## src/rtl/calc_pkg.sv

```systemverilog
// Shared types and constants for the calculator display path.
// Holds the BCD digit type, the display idle code, the writer FSM states
// and the default number of display positions.
package calc_pkg;

    typedef logic [3:0] bcd_digit_t;

    // pos/dig value that the display controller treats as "no write this cycle"
    localparam bcd_digit_t IDLE_CODE = 4'hF;

    localparam int NDIG_DEFAULT = 8;

    typedef enum logic [1:0] {
        IDLE,
        CONVERT,
        WRITE,
        DONE
    } writer_state_t;

endpackage

```

## src/rtl/display_writer_if.sv

```systemverilog
// Request/digit-write bundle between the calculator and the display writer.
// master: the writer (takes start/value, drives busy/dig/pos/done/ovf).
// slave: the requester and display side (drives start/value, observes the rest).
interface display_writer_if #(
    parameter int WIDTH = 27
);
    import calc_pkg::*;

    logic             start;
    logic [WIDTH-1:0] value;
    logic             busy;
    bcd_digit_t       dig;
    logic [3:0]       pos;
    logic             done;
    logic             ovf;

    modport master (
        input  start, value,
        output busy, dig, pos, done, ovf
    );

    modport slave (
        output start, value,
        input  busy, dig, pos, done, ovf
    );

endinterface

```

## src/rtl/bcd_add3.sv

```systemverilog
// Double-dabble correction cell: adds 3 to a BCD nibble that is 5 or more.
// Ports: din (nibble before correction), dout (corrected nibble).
// Purely combinational, no backpressure.
module bcd_add3
    import calc_pkg::*;
(
    input  bcd_digit_t din,
    output bcd_digit_t dout
);

    always_comb begin
        dout = din;
        if (din >= 4'd5) begin
            dout = din + 4'd3;
        end
    end

endmodule

```

## src/rtl/display_writer.sv

```systemverilog
// Converts a binary result to BCD (shift-add-3) and writes NDIG digits, units first.
// Ports: clock, reset (async active-low), bus (master side: start/value in; busy/dig/pos/done/ovf out).
// Latency: start at cycle 0 -> writes cycles WIDTH+1..WIDTH+NDIG -> done next cycle; start ignored while busy.
module display_writer
    import calc_pkg::*;
#(
    parameter int NDIG  = NDIG_DEFAULT,
    parameter int WIDTH = 27
) (
    input  logic             clock,
    input  logic             reset,
    display_writer_if.master bus
);

    localparam logic [WIDTH-1:0] MAXVAL = WIDTH'(10 ** NDIG - 1);
    localparam int BW = 4 * NDIG;
    localparam int CW = $clog2(WIDTH + 1);

    writer_state_t    state_q, state_d;
    logic [WIDTH-1:0] bin_q, bin_d;
    logic [BW-1:0]    bcd_q, bcd_d;
    logic [CW-1:0]    cnt_q, cnt_d;
    bcd_digit_t       pos_q, pos_d;
    bcd_digit_t       dig_q, dig_d;
    logic             done_q, done_d;
    logic             ovf_q, ovf_d;

    logic [BW-1:0]       adj;
    logic [BW+WIDTH-1:0] shifted;

    // All nibbles are corrected in parallel before the shift.
    for (genvar i = 0; i < NDIG; i++) begin : g_add3
        bcd_add3 u_add3 (
            .din  (bcd_q[4*i +: 4]),
            .dout (adj[4*i +: 4])
        );
    end

    assign shifted = {adj, bin_q} << 1;

    always_comb begin
        state_d = state_q;
        bin_d   = bin_q;
        bcd_d   = bcd_q;
        cnt_d   = cnt_q;
        pos_d   = IDLE_CODE;
        dig_d   = IDLE_CODE;
        done_d  = 1'b0;
        ovf_d   = ovf_q;
        case (state_q)
            IDLE: begin
                if (bus.start) begin
                    state_d = CONVERT;
                    bcd_d   = '0;
                    cnt_d   = '0;
                    if (bus.value > MAXVAL) begin
                        bin_d = MAXVAL;
                        ovf_d = 1'b1;
                    end else begin
                        bin_d = bus.value;
                        ovf_d = 1'b0;
                    end
                end
            end
            CONVERT: begin
                {bcd_d, bin_d} = shifted;
                cnt_d = cnt_q + 1'b1;
                // On the final shift, preload the first write from the shifted result
                // so pos/dig stay registered with no bubble.
                if (cnt_q == CW'(WIDTH - 1)) begin
                    state_d = WRITE;
                    pos_d   = 4'd0;
                    dig_d   = shifted[WIDTH +: 4];
                end
            end
            WRITE: begin
                if (pos_q == 4'(NDIG - 1)) begin
                    state_d = DONE;
                    done_d  = 1'b1;
                end else begin
                    pos_d = pos_q + 4'd1;
                    dig_d = bcd_q[4*(int'(pos_q) + 1) +: 4];
                end
            end
            DONE: begin
                state_d = IDLE;
            end
            default: begin
                state_d = IDLE;
            end
        endcase
    end

    always_ff @(posedge clock or negedge reset) begin
        if (!reset) begin
            state_q <= IDLE;
            bin_q   <= '0;
            bcd_q   <= '0;
            cnt_q   <= '0;
            pos_q   <= IDLE_CODE;
            dig_q   <= IDLE_CODE;
            done_q  <= 1'b0;
            ovf_q   <= 1'b0;
        end else begin
            state_q <= state_d;
            bin_q   <= bin_d;
            bcd_q   <= bcd_d;
            cnt_q   <= cnt_d;
            pos_q   <= pos_d;
            dig_q   <= dig_d;
            done_q  <= done_d;
            ovf_q   <= ovf_d;
        end
    end

    assign bus.busy = (state_q != IDLE);
    assign bus.pos  = pos_q;
    assign bus.dig  = dig_q;
    assign bus.done = done_q;
    assign bus.ovf  = ovf_q;

endmodule

```

## src/flat_wrapper.sv

```systemverilog
// flat-port wrapper written by rule: the top's interface ports become plain ports
module display_writer_flat import calc_pkg::*;
#(
    parameter int NDIG  = NDIG_DEFAULT,
    parameter int WIDTH = 27
)
  (clock, reset, bus_start, bus_value, bus_busy, bus_dig, bus_pos, bus_done, bus_ovf);
  display_writer_if #(.WIDTH(WIDTH)) bus_i ();
  input  logic clock;
  input  logic reset;
  input wire logic [$bits(bus_i.start)-1:0] bus_start;
  input wire logic [$bits(bus_i.value)-1:0] bus_value;
  output wire logic [$bits(bus_i.busy)-1:0] bus_busy;
  output wire logic [$bits(bus_i.dig)-1:0] bus_dig;
  output wire logic [$bits(bus_i.pos)-1:0] bus_pos;
  output wire logic [$bits(bus_i.done)-1:0] bus_done;
  output wire logic [$bits(bus_i.ovf)-1:0] bus_ovf;
  assign bus_i.start = bus_start;
  assign bus_i.value = bus_value;
  assign bus_busy = bus_i.busy;
  assign bus_dig = bus_i.dig;
  assign bus_pos = bus_i.pos;
  assign bus_done = bus_i.done;
  assign bus_ovf = bus_i.ovf;
  display_writer #(.NDIG(NDIG), .WIDTH(WIDTH)) u_core (.clock(clock), .reset(reset), .bus(bus_i));
endmodule
```

## config.mk

```make
export PLATFORM = sky130hd
export DESIGN_NAME = display_writer_flat
export DESIGN_NICKNAME = d
export VERILOG_FILES = /design/src/rtl/calc_pkg.sv /design/src/rtl/display_writer_if.sv /design/src/rtl/bcd_add3.sv /design/src/rtl/display_writer.sv /design/src/flat_wrapper.sv
export SDC_FILE = /design/constraint.sdc
export NUM_CORES = 1
export LEC_CHECK = 0
export ABC_AREA = 1
export CAP_MARGIN = 10
export CORE_MARGIN = 8
export CORE_UTILIZATION = 50
export CTS_BUF_LIST = sky130_fd_sc_hd__clkbuf_4
export DETAILED_ROUTE_END_ITERATION = 6
export DONT_BUFFER_PORTS = 1
export GPL_ROUTABILITY_DRIVEN = 0
export GPL_TIMING_DRIVEN = 1
export PLACE_DENSITY = 0.71
export SLEW_MARGIN = 20
export SYNTH_ARGS = -nofsm -noshare
export SYNTH_HDL_FRONTEND = slang
export SYNTH_SLANG_ARGS = --single-unit
```

## constraint.sdc

```tcl
create_clock -name clock -period 4.1 [get_ports clock]
set_input_delay 0.615 -clock clock [delete_from_list [all_inputs] [get_ports clock]]
set_output_delay 0.615 -clock clock [all_outputs]
set_load 0.02 [all_outputs]
```

==> flow_summary.yaml <==
outcome:
  status: "finished clean"
sta:
  grt_setup_unrepaired: "no"
  worst_slew_pin_slew_ns: 0.7560
  tns_ns: 0
  drv_slew: 0
  period_needed_ns: 2.490
  setup_viol: 0
  post-route-period-util_pct: 60.74
  timing.fmax_ghz: 0.4016
  relSlewSlack_pct: 49.55
  hold_violations: 0
  finClkSkew_ns: 0.01551
logic_synthesis:
  syn_inst: 614
  yosys_warnings: 0
  synth_area_mm2: 0.004484
  synth_edf_count: 0
  ys_seq_elements: 76
  ys_seq_area_share_pct: 42.63
  post-synth-top-count-cell: "nand2_1"
  ys_top_cells_by_area: "dfrtp_1 (38%), nand2_1 (13%), nor2_1 (8.5%)"
  synthArstFlopShare_pct: 100.0
  yosys-top-cells-count: "nand2_1 (159), nor2_1 (102), inv_1 (69)"
  ys_types: 32
  synth_nets: 666
  synth.largest_area_cell: "dfrtp_1"
  synth_top_area_share_pct: 37.95
  synth_ff_type: "dfrtp_1"
  avgSynthCellArea_um2: 7.303
clock_network:
  clk_pin_slew_worst_paths_ns: 0.12
  cts_root_buf: "clkbuf_4"
  clkSinkCount: 76
  htree_num_levels: 3
  clkLatencyLatePin_ns: 0.41
  clockBufferDepth: 2
  cts_setup_buffers: 0
  cts_buffers: 9
  cts_tree: "yes"
drt:
  vias: 3923
  routed_wl_um: 10380
  postRouteAntennaNets: 0
  drt-initial-drc-count: 241
  wl_per_cell_um: 14.44
  drtPass1Iterations: 6
  drc: 0
  vias_per_cell: 5.456
critical_path:
  rr_startpoint: "u_core.state_q[1]"
  critPathRequiredTime_ns: 4.41
  start_kind: "flip-flop"
  critPathCaptureType: "flip-flop"
  crit_type: "reg -> reg"
  r2r_slack_ns: 1.61
  worstPathArrival_ns: 2.80
  reg2reg_depth: 7
  crit_path_max_fanout: 24
  r2r-end: "u_core.bcd_q[30]"
  worstSetupStartpoint: "u_core.state_q[1]"
finish:
  drive_above_1_share_pct: 5.237
  syn_to_final_growth_pct: 5.692
  final_cell_count_no_fill: 719
  multi_input_area_mm2: 0.002202
  n_antenna_cell: 0
  n_fill_cell: 832
  final_nets: 658
  seq_area_mm2: 0.001912
global_routing:
  busiest_layer: "met2"
  grt_pass1_vias: 3900
  grtUsageMet3_pct: 3.842
  grt_util_met2_pct: 28.34
  gr-usage-met1_pct: 21.48
  overflow: 0
  grt_usage_pct: 17.13
  grt_start_max_net_pins: 69
  antenna_found_initial: 0
  grt_pass1_wl_um: 17770
floorplan:
  coreArea_mm2: 0.008721
  die_h_um: 110.7
  die_area_mm2: 0.01225
  io_pins: 41
  fp-row-count: 34
  fp.dieW_um: 110.7
  initial_core_util_pct: 51.42
place:
  place_hpwl_um: 7109
  io_buffers: 0
  place_inst: 702
job:
  cap_violations: 0
power:
  p_per_area_mw_per_mm2: 763.9
  leakagePower_nw: 2.328
  vdd_ir_drop_max_uv: 295.0
worst_hold_path:
  min_path_type: "in -> async"
logic make-up after synthesis:
family | count (synthesis) | share of synthesized area (%)
fa+ha+maj | 22 | 6.138
flops | 76 | 42.63
buf+inv | 94 | 8.426
compound gates | 105 | 13.67
xor+xnor | 7 | 1.367
simple gates | 310 | 27.76
power breakdown:
part	switching, mW	leakage [nW]	internal (mW)
sequential	0.287	0.966	1.09
combinational	1.14	1.27	0.533
clock	0.260	0.0955	0.311
total	1.68	2.33	1.94
through the flow:
stage	hold slack [ns]	area [um2]	utilization, %	setup WS [ns]	power, mW
6_report	0.03007	4740	54.35	1.610	3.620
5_1_grt	0.003409	4740	54.35	1.347	3.960
4_1_cts	0.02097	4740	54.35	1.580	3.634
3_5_place_dp	0.3232	4534	51.99	1.614	3.044
3_3_place_gp	0.3231	4534	51.99	1.672	2.987
2_1_floorplan	0.3194	4484	-	2.425	2.661
layout make-up:
class                      instances  area share, %
multi-input combinational        444          46.46
inverter                          72          5.702
clock buffer                      10          1.584
tap                              108          2.851
clock inverter                     6          2.165
sequential                        76          40.34
timing repair buffer               3         0.8976
state kept, by name, indices dropped and copies added, names as in the netlist:
name,cells
u_core.bus.dig,4
u_core.state_q,2
u_core.bus.pos,4
u_core.cnt_q,5
u_core.bcd_q,32
u_core.bus.done,1
u_core.bus.ovf,1
u_core.bin_q,27
worst max path at each step:
stage                             to  slack [ns]  cells after the start
floorplan            u_core.cnt_q[3]        2.42                      9
global placement    u_core.bcd_q[30]        1.67                      7
detailed placement  u_core.bcd_q[25]        1.61                      7
CTS                 u_core.bcd_q[30]        1.58                      7
global route        u_core.bcd_q[17]        1.35                      7
finish              u_core.bcd_q[30]        1.61                      7
critical path, stage by stage, from the launching register on:
cell and delay (ns):
dfrtp_1 0.42, inv_1 0.09, ha_1 0.28, inv_2 0.11, or2_4 0.27, nand2_1 0.34, inv_1 0.47, a32o_1 0.39
layer usage:
layer	vias up	share of wire, %
li1	1967	-
met5	-	0
met1	1843	46
met2	102	47
met4	0	1.5
met3	11	5.6
placed cells by master (no fill, tap or decap), drive strengths merged, types with 2 or more instances in the layout:
cell type / count
nand2: 160
nor2: 102
inv: 71
dfrtp: 68
o21ai: 48
nand3: 32
a21oi: 24
ha: 22
o22ai: 14
clkbuf: 10
dfstp: 8
nor3: 8
xor2: 7
o32ai: 7
nand4: 4
o211ai: 4
o221ai: 4
clkinv: 4
bufinv: 3
buf: 3
a32o: 2
or2: 2
what timing repair did:
item	in CTS	in global routing
gates resized for setup	0	0
hold buffers	1	0
endpoints found under the hold margin	68	0
No activity file was read; power rests on OpenSTA's default activity.
